File: src/rtl/scan_pkg.sv
// Shared types and constants for the seven-segment scan controller.
package scan_pkg;

  typedef enum logic [1:0] {
    IDLE  = 2'd0,
    SHOW  = 2'd1,
    BLANK = 2'd2
  } scan_state_e;

  localparam logic [7:0]  SEG_BLANK        = 8'h00;
  localparam int unsigned DEF_ON_CYCLES    = 100000;
  localparam int unsigned DEF_BLANK_CYCLES = 1000;

  // Digit index width; a single digit still gets a 1-bit index.
  function automatic int unsigned idx_width(input int unsigned n);
    return (n <= 1) ? 32'd1 : 32'($clog2(n));
  endfunction

  function automatic int unsigned timer_width(input int unsigned on_c,
                                              input int unsigned blank_c);
    int unsigned m;
    m = (on_c > blank_c) ? on_c : blank_c;
    return 32'($clog2(m + 1));
  endfunction

endpackage

File: src/rtl/scan_timer.sv
// Loadable down-counter; terminal count when the count reaches zero.
module scan_timer #(
  parameter int unsigned W = 8
) (
  input  logic         clk,
  input  logic         rst_n,
  input  logic         i_load,
  input  logic [W-1:0] i_load_val,
  output logic         o_tc_c,
  output logic         o_tc_next_c
);

  logic [W-1:0] r_count;

  always_ff @(posedge clk or negedge rst_n) begin
    if (!rst_n) begin
      r_count <= '0;
    end else if (i_load) begin
      r_count <= i_load_val;
    end else if (r_count != '0) begin
      r_count <= r_count - W'(1);
    end
  end

  assign o_tc_c      = (r_count == '0);
  // Terminal count as it will be seen in the next cycle.
  assign o_tc_next_c = i_load ? (i_load_val == '0) : (r_count <= W'(1));

endmodule

File: src/rtl/seg_decode.sv
// Hex nibble to seven-segment pattern {g,f,e,d,c,b,a}, active-high.
module seg_decode (
  input  logic [3:0] i_nib,
  output logic [6:0] o_seg_c
);

  always_comb begin
    o_seg_c = 7'h00;
    case (i_nib)
      4'h0: o_seg_c = 7'h3F;
      4'h1: o_seg_c = 7'h06;
      4'h2: o_seg_c = 7'h5B;
      4'h3: o_seg_c = 7'h4F;
      4'h4: o_seg_c = 7'h66;
      4'h5: o_seg_c = 7'h6D;
      4'h6: o_seg_c = 7'h7D;
      4'h7: o_seg_c = 7'h07;
      4'h8: o_seg_c = 7'h7F;
      4'h9: o_seg_c = 7'h6F;
      4'hA: o_seg_c = 7'h77;
      4'hB: o_seg_c = 7'h7C;
      4'hC: o_seg_c = 7'h39;
      4'hD: o_seg_c = 7'h5E;
      4'hE: o_seg_c = 7'h79;
      4'hF: o_seg_c = 7'h71;
      default: o_seg_c = 7'h00;
    endcase
  end

endmodule

File: src/rtl/scan_controller.sv
// Multiplexed seven-segment scanner with per-frame snapshot and blank gap.
// Optional leading-zero suppression under SCAN_LEADING_ZERO_BLANK_EN.
module scan_controller
  import scan_pkg::*;
#(
  parameter int unsigned NUM_DIGITS   = 4,
  parameter int unsigned ON_CYCLES    = DEF_ON_CYCLES,
  parameter int unsigned BLANK_CYCLES = DEF_BLANK_CYCLES
) (
  input  logic                                CLK,
  input  logic                                RST_N,
  input  logic                                EN,
  input  logic [4*NUM_DIGITS-1:0]             DATA,
  input  logic [NUM_DIGITS-1:0]               DP_IN,
  output logic [NUM_DIGITS-1:0]               SCAN_OUT,
  output logic [7:0]                          SEG_OUT,
  output logic [idx_width(NUM_DIGITS)-1:0]    DIGIT_IDX,
  output logic                                FRAME_DONE
);

  localparam int unsigned IW         = idx_width(NUM_DIGITS);
  localparam int unsigned TW         = timer_width(ON_CYCLES, BLANK_CYCLES);
  localparam int unsigned ON_LOAD    = ON_CYCLES - 1;
  localparam int unsigned BLANK_LOAD = (BLANK_CYCLES > 0) ? BLANK_CYCLES - 1 : 0;
  localparam logic [IW-1:0]         LAST_IDX = IW'(NUM_DIGITS - 1);
  localparam logic [NUM_DIGITS-1:0] SEL0     = NUM_DIGITS'(1);

  scan_state_e                 r_state, w_state_nxt;
  logic [IW-1:0]               r_idx, w_idx_nxt;
  logic [NUM_DIGITS-1:0][3:0]  r_snap_data, w_snap_data_nxt, w_data_v;
  logic [NUM_DIGITS-1:0]       r_snap_dp, w_snap_dp_nxt;
  logic [NUM_DIGITS-1:0]       r_scan;
  logic [7:0]                  r_seg, w_seg_nxt;
  logic                        r_frame_done, w_frame_done_nxt;
  logic                        w_capture, w_adv, w_load, w_tc, w_tc_nxt;
  logic [TW-1:0]               w_load_val;
  logic [3:0]                  w_nib;
  logic [6:0]                  w_dec;

  assign w_data_v = DATA;

  scan_timer #(.W(TW)) u_timer (
    .clk         (CLK),
    .rst_n       (RST_N),
    .i_load      (w_load),
    .i_load_val  (w_load_val),
    .o_tc_c      (w_tc),
    .o_tc_next_c (w_tc_nxt)
  );

  // Next state; the timer is reloaded on every state entry.
  always_comb begin
    w_state_nxt = r_state;
    w_idx_nxt   = r_idx;
    w_capture   = 1'b0;
    w_adv       = 1'b0;
    w_load      = 1'b0;
    w_load_val  = '0;
    case (r_state)
      IDLE: begin
        if (EN) begin
          w_capture   = 1'b1;
          w_idx_nxt   = '0;
          w_state_nxt = SHOW;
          w_load      = 1'b1;
          w_load_val  = TW'(ON_LOAD);
        end
      end
      SHOW: begin
        if (w_tc) begin
          if (BLANK_CYCLES != 0) begin
            w_state_nxt = BLANK;
            w_load      = 1'b1;
            w_load_val  = TW'(BLANK_LOAD);
          end else begin
            w_adv = 1'b1;
          end
        end
      end
      BLANK: begin
        if (w_tc) w_adv = 1'b1;
      end
      default: w_state_nxt = IDLE;
    endcase

    if (w_adv) begin
      w_load = 1'b1;
      if (r_idx != LAST_IDX) begin
        w_idx_nxt   = r_idx + IW'(1);
        w_state_nxt = SHOW;
        w_load_val  = TW'(ON_LOAD);
      end else if (EN) begin
        w_capture   = 1'b1;
        w_idx_nxt   = '0;
        w_state_nxt = SHOW;
        w_load_val  = TW'(ON_LOAD);
      end else begin
        w_state_nxt = IDLE;
        w_load_val  = '0;
      end
    end
  end

  assign w_snap_data_nxt = w_capture ? w_data_v : r_snap_data;
  assign w_snap_dp_nxt   = w_capture ? DP_IN : r_snap_dp;
  assign w_nib           = w_snap_data_nxt[w_idx_nxt];

  seg_decode u_decode (
    .i_nib   (w_nib),
    .o_seg_c (w_dec)
  );

`ifdef SCAN_LEADING_ZERO_BLANK_EN
  logic [NUM_DIGITS-1:0] r_supp, w_supp_in, w_supp_nxt;

  // A digit is blank only if it and every higher digit are zero with no DP.
  always_comb begin
    logic w_run;
    w_run     = 1'b1;
    w_supp_in = '0;
    for (int i = int'(NUM_DIGITS) - 1; i > 0; i--) begin
      w_run        = w_run && (w_data_v[i] == 4'h0) && !DP_IN[i];
      w_supp_in[i] = w_run;
    end
  end

  assign w_supp_nxt = w_capture ? w_supp_in : r_supp;
  assign w_seg_nxt  = w_supp_nxt[w_idx_nxt] ? SEG_BLANK
                                            : {w_snap_dp_nxt[w_idx_nxt], w_dec};

  always_ff @(posedge CLK or negedge RST_N) begin
    if (!RST_N) r_supp <= '0;
    else        r_supp <= w_supp_nxt;
  end
`else
  assign w_seg_nxt = {w_snap_dp_nxt[w_idx_nxt], w_dec};
`endif

  assign w_frame_done_nxt = (w_idx_nxt == LAST_IDX) && w_tc_nxt &&
                            ((w_state_nxt == BLANK) ||
                             ((BLANK_CYCLES == 0) && (w_state_nxt == SHOW)));

  // Outputs are registered from next-state values so they track the state.
  always_ff @(posedge CLK or negedge RST_N) begin
    if (!RST_N) begin
      r_state      <= IDLE;
      r_idx        <= '0;
      r_snap_data  <= '0;
      r_snap_dp    <= '0;
      r_scan       <= '0;
      r_seg        <= SEG_BLANK;
      r_frame_done <= 1'b0;
    end else begin
      r_state      <= w_state_nxt;
      r_idx        <= w_idx_nxt;
      r_snap_data  <= w_snap_data_nxt;
      r_snap_dp    <= w_snap_dp_nxt;
      r_scan       <= (w_state_nxt == SHOW) ? (SEL0 << w_idx_nxt) : '0;
      r_seg        <= (w_state_nxt == SHOW) ? w_seg_nxt : SEG_BLANK;
      r_frame_done <= w_frame_done_nxt;
    end
  end

  assign SCAN_OUT   = r_scan;
  assign SEG_OUT    = r_seg;
  assign DIGIT_IDX  = r_idx;
  assign FRAME_DONE = r_frame_done;

endmodule

File: config.mk
export PLATFORM = sky130hd
export DESIGN_NAME = scan_controller
export DESIGN_NICKNAME = d
export VERILOG_FILES = /design/src/rtl/scan_pkg.sv /design/src/rtl/scan_timer.sv /design/src/rtl/seg_decode.sv /design/src/rtl/scan_controller.sv
export SDC_FILE = /design/constraint.sdc
export NUM_CORES = 1
export LEC_CHECK = 0
export ABC_AREA = 1
export CORE_MARGIN = 2
export CORE_UTILIZATION = 50
export CTS_CLUSTER_SIZE = 16
export DETAILED_ROUTE_END_ITERATION = 7
export GPL_ROUTABILITY_DRIVEN = 0
export PLACE_DENSITY = 0.85
export RECOVER_POWER = 25
export REMOVE_ABC_BUFFERS = 1
export SLEW_MARGIN = 0
export SYNTH_ARGS = -nofsm -noshare
export SYNTH_HDL_FRONTEND = slang
export SYNTH_SLANG_ARGS = --single-unit
File: constraint.sdc
create_clock -name CLK -period 2.5 [get_ports CLK]
set_input_delay 0.375 -clock CLK [delete_from_list [all_inputs] [get_ports CLK]]
set_output_delay 0.375 -clock CLK [all_outputs]
set_load 0.005 [all_outputs]
# After elaboration in Yosys (flattened, before gate mapping)
# Memory sizes are Yosys's and may differ from the RTL's.
# Cells that the tools add are included.
dict set report op_classes {
  add_sub_neg 2
  n_mul 0
  div_mod_pow 0
  n_lt_le_gt_ge 2
  eq_ne 6
  n_shift 1
  mux 36
  bitwise 0
  reduce_logical 7
}
# operator n
set op_table {}
lappend op_table {{two-way mux 17 bit} 5}
lappend op_table {{zero test 17 bit} 2}
lappend op_table {{case mux 17 bit (2 select lines)} 1}
lappend op_table {{less-or-equal comparator 17 x 1 -> 1 bit, second input constant} 1}
lappend op_table {{nonzero test 17 bit} 1}
lappend op_table {{subtractor 17 x 1 -> 17 bit, second input constant} 1}
lappend op_table {{two-way mux 16 bit} 1}
lappend op_table {{two-way mux 2 bit} 8}
lappend op_table {{two-way mux 1 bit} 12}
lappend op_table {{two-way mux 4 bit} 3}
lappend op_table {{two-way mux 10 bit} 1}
lappend op_table {{binary-select mux 4 bit (select 2 bit)} 1}
lappend op_table {{two-way mux 8 bit} 1}
lappend op_table {{== test 2 bit, second input constant} 3}
lappend op_table {{case mux 2 bit (3 select lines)} 1}
lappend op_table {{== test 2 x 1 -> 1 bit, second input constant} 2}
lappend op_table {{left shift 1 x 2 -> 4 bit, first input constant} 1}
lappend op_table {{less-than comparator 2 x 3 -> 1 bit, second input constant} 1}
lappend op_table {{adder 2 x 1 -> 2 bit, second input constant} 1}
lappend op_table {{binary-select mux 1 bit (select 2 bit)} 1}
lappend op_table {{logical AND 1 bit} 2}
lappend op_table {{zero test 2 bit} 1}
lappend op_table {{!= test 2 bit, second input constant} 1}
lappend op_table {{case mux 1 bit (2 select lines)} 1}
lappend op_table {{nonzero test 2 bit} 1}
dict set report totals {
  register_bits 54
  latch_bits 0
  ram_bits 0
  rom_bits 112
  output_inout_bits 15
  wordCells 66
  mem_count 1
}
# memory depth word_bits read_ports rd_clocked_by_memory_dff write_ports line
set mem_list {}
lappend mem_list {{(name not given)} 16 7 1 0 0 seg_decode.sv:9} ;# case (i_nib)

# Longest topological paths before layout
# An unclocked memory read counts as a cell.
dict set report depth {
  word_depth 10
  ltp_mapped 19
  mapped_depth_nobuf 19
}

# Modules after synthesis
# Synthesis repeated with hierarchy kept, for this count alone.
dict set report hier_totals {
  hier_cells 472
  area_unflattened_um2 3417.0
}
# module n_inst cells_each area_per_inst_um2
set by_module_without_submodules {}
lappend by_module_without_submodules {scan_controller 1 219 1808.0}
lappend by_module_without_submodules {scan_timer 1 200 1301.2}
lappend by_module_without_submodules {seg_decode 1 53 307.8}

# Worst setup path after synthesis
# Ideal clock, no wire load.
dict set report synth_timing {
  kind {reg-to-reg}
  startpoint {register u_timer.r_count[0]}
  endpoint {register r_seg[0] (netlist: SEG_OUT[0])}
  arrival_time_ns 2.262
  t_required_ns 2.372
  path_slack_ns 0.109
  stages_incl_launch_ff 18
  path_buffers 1
  path_cell_list {dfrtp_1 > inv_1 > ha_1 > nand3_2 > nor2_4 > nand4_4 > buf_2 > nand3_1 > nand2_1 > nand2_1 > nand4_1 > inv_1 > ha_1 > o21ai_0 > nand2_1 > nand2_1 > nand2_1 > nor2_2}
}
# element line
set synth_rtl {}
lappend synth_rtl {{start, declared} scan_timer.sv:13} ;# logic [W-1:0] r_count;
lappend synth_rtl {{start signal, assigned} scan_timer.sv:19} ;# r_count <= i_load_val;
lappend synth_rtl {{start signal, assigned} scan_timer.sv:21} ;# r_count <= r_count - W'(1);
lappend synth_rtl {{end signal, assigned} scan_controller.sv:159} ;# r_seg <= (w_state_nxt == SHOW) ? w_seg_nxt : SEG_BLANK;
lappend synth_rtl {{end, declared} scan_controller.sv:33} ;# logic [7:0] r_seg, w_seg_nxt;

# Worst setup path after layout
dict set report layout_timing {
  startpoint {register r_idx[0] (netlist: DIGIT_IDX[0])}
  endpoint {register r_seg[1] (netlist: SEG_OUT[1])}
}
dict set report layout_via {
  elab_chain_cells 9
  word_cells_on_any_way 17
  cone_classes {add/sub: 1; eq/ne: 2; mux: 13; memory: 1}
}
# element line
set layout_rtl {}
lappend layout_rtl {{start, declared} scan_controller.sv:29} ;# logic [IW-1:0] r_idx, w_idx_nxt;
lappend layout_rtl {{start signal, assigned} scan_controller.sv:155} ;# r_idx <= w_idx_nxt;
lappend layout_rtl {{two-way mux 2 bit} scan_controller.sv:61} ;# if (EN) begin
lappend layout_rtl {{two-way mux 2 bit} scan_controller.sv:59} ;# case (r_state)
lappend layout_rtl {{two-way mux 2 bit} scan_controller.sv:92} ;# end else if (EN) begin
lappend layout_rtl {{two-way mux 2 bit} scan_controller.sv:88} ;# if (r_idx != LAST_IDX) begin
lappend layout_rtl {{two-way mux 2 bit *} scan_controller.sv:86} ;# if (w_adv) begin
lappend layout_rtl {{via w_idx_nxt[0]} scan_controller.sv:29}
lappend layout_rtl {{binary-select mux 4 bit (select 2 bit) *} scan_controller.sv:106} ;# assign w_nib = w_snap_data_nxt[w_idx_nxt];
lappend layout_rtl {{two-way mux 4 bit (implied by the code) *} scan_controller.sv:106}
lappend layout_rtl {{memory (16 x 7 bit) *} -}
lappend layout_rtl {{two-way mux 8 bit *} scan_controller.sv:159}
# The timed path passes the listed nets; every way through them passes the cells marked *. The select of a mux whose other input is x is not followed.
# A chain may end at the register's enable or synchronous reset.

==> flow_summary.toml <==
[status]
status = "complete, but fails checks"
failed_checks = "setup timing"

[detailed_routing]
routed_via_density = 5.41
num_vias = 2903
top_layer = "met4"
initialDrtViolationCount = 250
wl_met3_um = 337
ant_nets = 0
drt_pass1_iterations = 4
drcViolationCount = 0
routedWlPerCell_um = 15.0
dr_wl_met2_um = 4250
wl_met1_um = 3150
wl_um = 8030

[sta]
finalHoldViolCount = 0
fin_crit_sh = 1.03
relSlewSlack = 0.103
skew_ns = 0.00935
worst_slack_ns = -0.0687
tns_ns = -0.127
maxSlewViolCount = 0
fmax_ghz = 0.389
min_period_ns = 2.57
tightest_slew_ns = 1.34
rsz0062_at_grt = "yes"
finalSetupViolations = 5

[synthesis]
ys_ff_latch = 54
synth_cells = 363
synth_area_leaders = "dfrtp_1, nand2_1, inv_1, ha_1, nor2_1"
yosysTopAreaCellShare = 0.456
syn_area_per_cell_um2 = 8.17
synth_area_leader_cell = "dfrtp_1"
synth_seq_area_share = 0.456
ys_warn_count = 0
netlist_area_um2 = 2970
synth_cell_types = 35

[worst_setup_path]
crit_arrival_ns = 2.77
reg2regPathDepth = 15
rr_endpoint = "SEG_OUT[1]"
start_kind = "flip-flop"
critPathCapture = "SEG_OUT[1]"
r2r_start = "DIGIT_IDX[0]"
startpoint = "DIGIT_IDX[0]"
worstSetupPathType = "flip-flop to flip-flop"
reg2reg_setup_slack_ns = -0.07
required_ns = 2.70
cp-end-kind = "flip-flop"
cp_max_fo = 5

[clocking]
cts_root_buf = "clkbuf_8"
cts_tree = "built"
cts_buffers = 5
htree_levels = 2
cts_num_sinks = 54
cts.reportedPaths.clkPinSlew_ns = 0.10
clk_path_buf_depth = 2
clk_latency_ns = 0.31

[die]
io_pins = 38
core_area_um2 = 5820
die_area_um2 = 6570
rows = 28
initial_core_util = 0.510
die_width_um = 81.0
dieHeight_um = 81.0

[grt]
grt_pass1_vias = 2845
grt_util_all_layers = 0.246
antenna_found_initial = 0
grt_pass1_wl_um = 12500
grt_max_degree = 55
grt_overflow_total = 0

[pwr]
pwr-share-clk = 0.322
power.ir.vdd_worst_mv = 0.251
power.switching_mw = 0.397
sw_frac_of_total = 0.245
internal-power_mw = 1.22
p_total_mw = 1.62
p_per_area_nw_per_um2 = 392
leakagePower_nw = 2.05
combPwrFrac = 0.116
seqPwrFrac = 0.562

[layout]
diodes = 0
fill_cells = 439
final_nets = 493
drive_above_1_share = 0.297
finalNonFillerCells = 537
syn_to_final_growth_pct = 39.1
final_core_util = 0.709

[placed_design]
dp_hpwl_um = 5110
dp_cells = 508
place_ws_ns = -0.206
numPortBuffers = 37

[flow_run]
cap_violations = 0

[worst_hold_path]
worstHoldPathType = "input port to asynchronous set/reset pin"
==> power groups by stage <==
stage               clock, mW  sequential [mW]  combinational [mW]
floorplan                   0            0.927              0.0642
CTS                     0.520            0.909               0.174
finish                  0.520            0.910               0.188
global route            0.552            0.912               0.209
global placement            0            0.926               0.167
detailed placement          0            0.927               0.170
==> how the worst min path moves through the flow <==
stage / startpoint / endpoint / slack [ns] / depth (start not counted)
finish: RST_N / u_timer.r_count[13] / 0.43 / 2
global route: r_snap_data[9] / r_snap_data[9] / 0.55 / 2
CTS: RST_N / u_timer.r_count[11] / 0.06 / 2
detailed placement: RST_N / u_timer.r_count[13] / 0.40 / 2
global placement: RST_N / u_timer.r_count[14] / 0.39 / 2
floorplan: RST_N / DIGIT_IDX[0] / 0.08 / 0
==> final cells by class <==
cell class | instances | area (um^2) | share of cell area
repair buffers | 95 | 840 | 0.204
clock inverters | 2 | 12.5 | 0.00303
flip-flops and latches | 54 | 1350 | 0.328
well taps | 75 | 93.8 | 0.0227
inverters | 40 | 160 | 0.0388
clock buffers | 6 | 82.6 | 0.0200
multi-input cells | 265 | 1580 | 0.384
==> state kept, by name (all words and copies together), names as in the netlist <==
register	cells
DIGIT_IDX	2
r_snap_dp	4
r_state	2
r_snap_data	16
u_timer.r_count	17
SCAN_OUT	4
SEG_OUT	8
FRAME_DONE	1
==> kinds of logic after synthesis <==
| group | count (synthesis) | synth area share |
|---|---|---|
| buffers and inverters | 46 | 0.0633 |
| xor gates and xnor gates | 9 | 0.0266 |
| AOI/OAI and AO/OA | 39 | 0.0738 |
| adders and majority gates | 9 | 0.0380 |
| and+or+nand+nor | 206 | 0.343 |
| DFF | 54 | 0.456 |
==> cell usage after synthesis, drive strengths merged <==
cell type / n
a21oi: 21
nor3: 11
or3: 1
xor2: 5
buf: 4
nand3b: 1
dfrtp: 54
clkbuf: 2
nand2: 122
o31ai: 2
o21ai: 15
nand3: 21
ha: 9
a41oi: 1
nand4: 6
xnor2: 4
inv: 40
nor2: 42
nor3b: 1
nor4: 1
==> routing by layer <==
| layer | track usage | vias up |
|---|---|---|
| met5 | 0 | - |
| met4 | 0.0966 | 0 |
| met3 | 0.0433 | 33 |
| met2 | 0.450 | 109 |
| met1 | 0.285 | 1402 |
| li1 | - | 1359 |
==> cells in the final DEF, fill, tap and decap left out, types with 6 or more instances in the layout <==
| cell | count |
|---|---|
| buf_4 | 53 |
| o21ai_2 | 6 |
| nor2_4 | 9 |
| nor3_1 | 11 |
| clkbuf_8 | 6 |
| a21oi_1 | 18 |
| clkdlybuf4s50_1 | 36 |
| nand2_4 | 9 |
| inv_1 | 29 |
| nor2_2 | 6 |
| inv_2 | 7 |
| nand2_1 | 100 |
| dfrtp_1 | 53 |
| nand3_1 | 17 |
| nor2_1 | 27 |
| nand2_2 | 14 |
==> worst max-delay path, stage by stage, from the launching register on <==
cell	delay, ns
dfrtp_1	0.42
ha_1	0.25
inv_1	0.11
nand2_1	0.10
o21ai_0	0.12
nand4_1	0.18
nand2_4	0.18
nand2_4	0.07
inv_2	0.11
nand2_1	0.08
nand4_1	0.17
inv_2	0.11
ha_4	0.27
nand2_2	0.06
o21ai_1	0.15
nor2_1	0.07
==> what timing repair did <==
action,4_1_cts,5_1_grt
endpoints found under the setup margin,4,7
buffers inserted,7,12
pin swaps,7,22
gates cloned,1,1
hold buffers,0,0
resized for setup,7,37
==> metrics by stage <==
step | instance area [um^2] | hold WS (ns)
6_report | 4130 | 0.426
2_1_floorplan | 2930 | 0.0794
5_1_grt | 4130 | 0.555
4_1_cts | 3890 | 0.0614
3_5_place_dp | 3710 | 0.396
3_3_place_gp | 3710 | 0.393
No activity file was read; power rests on OpenSTA's default activity.
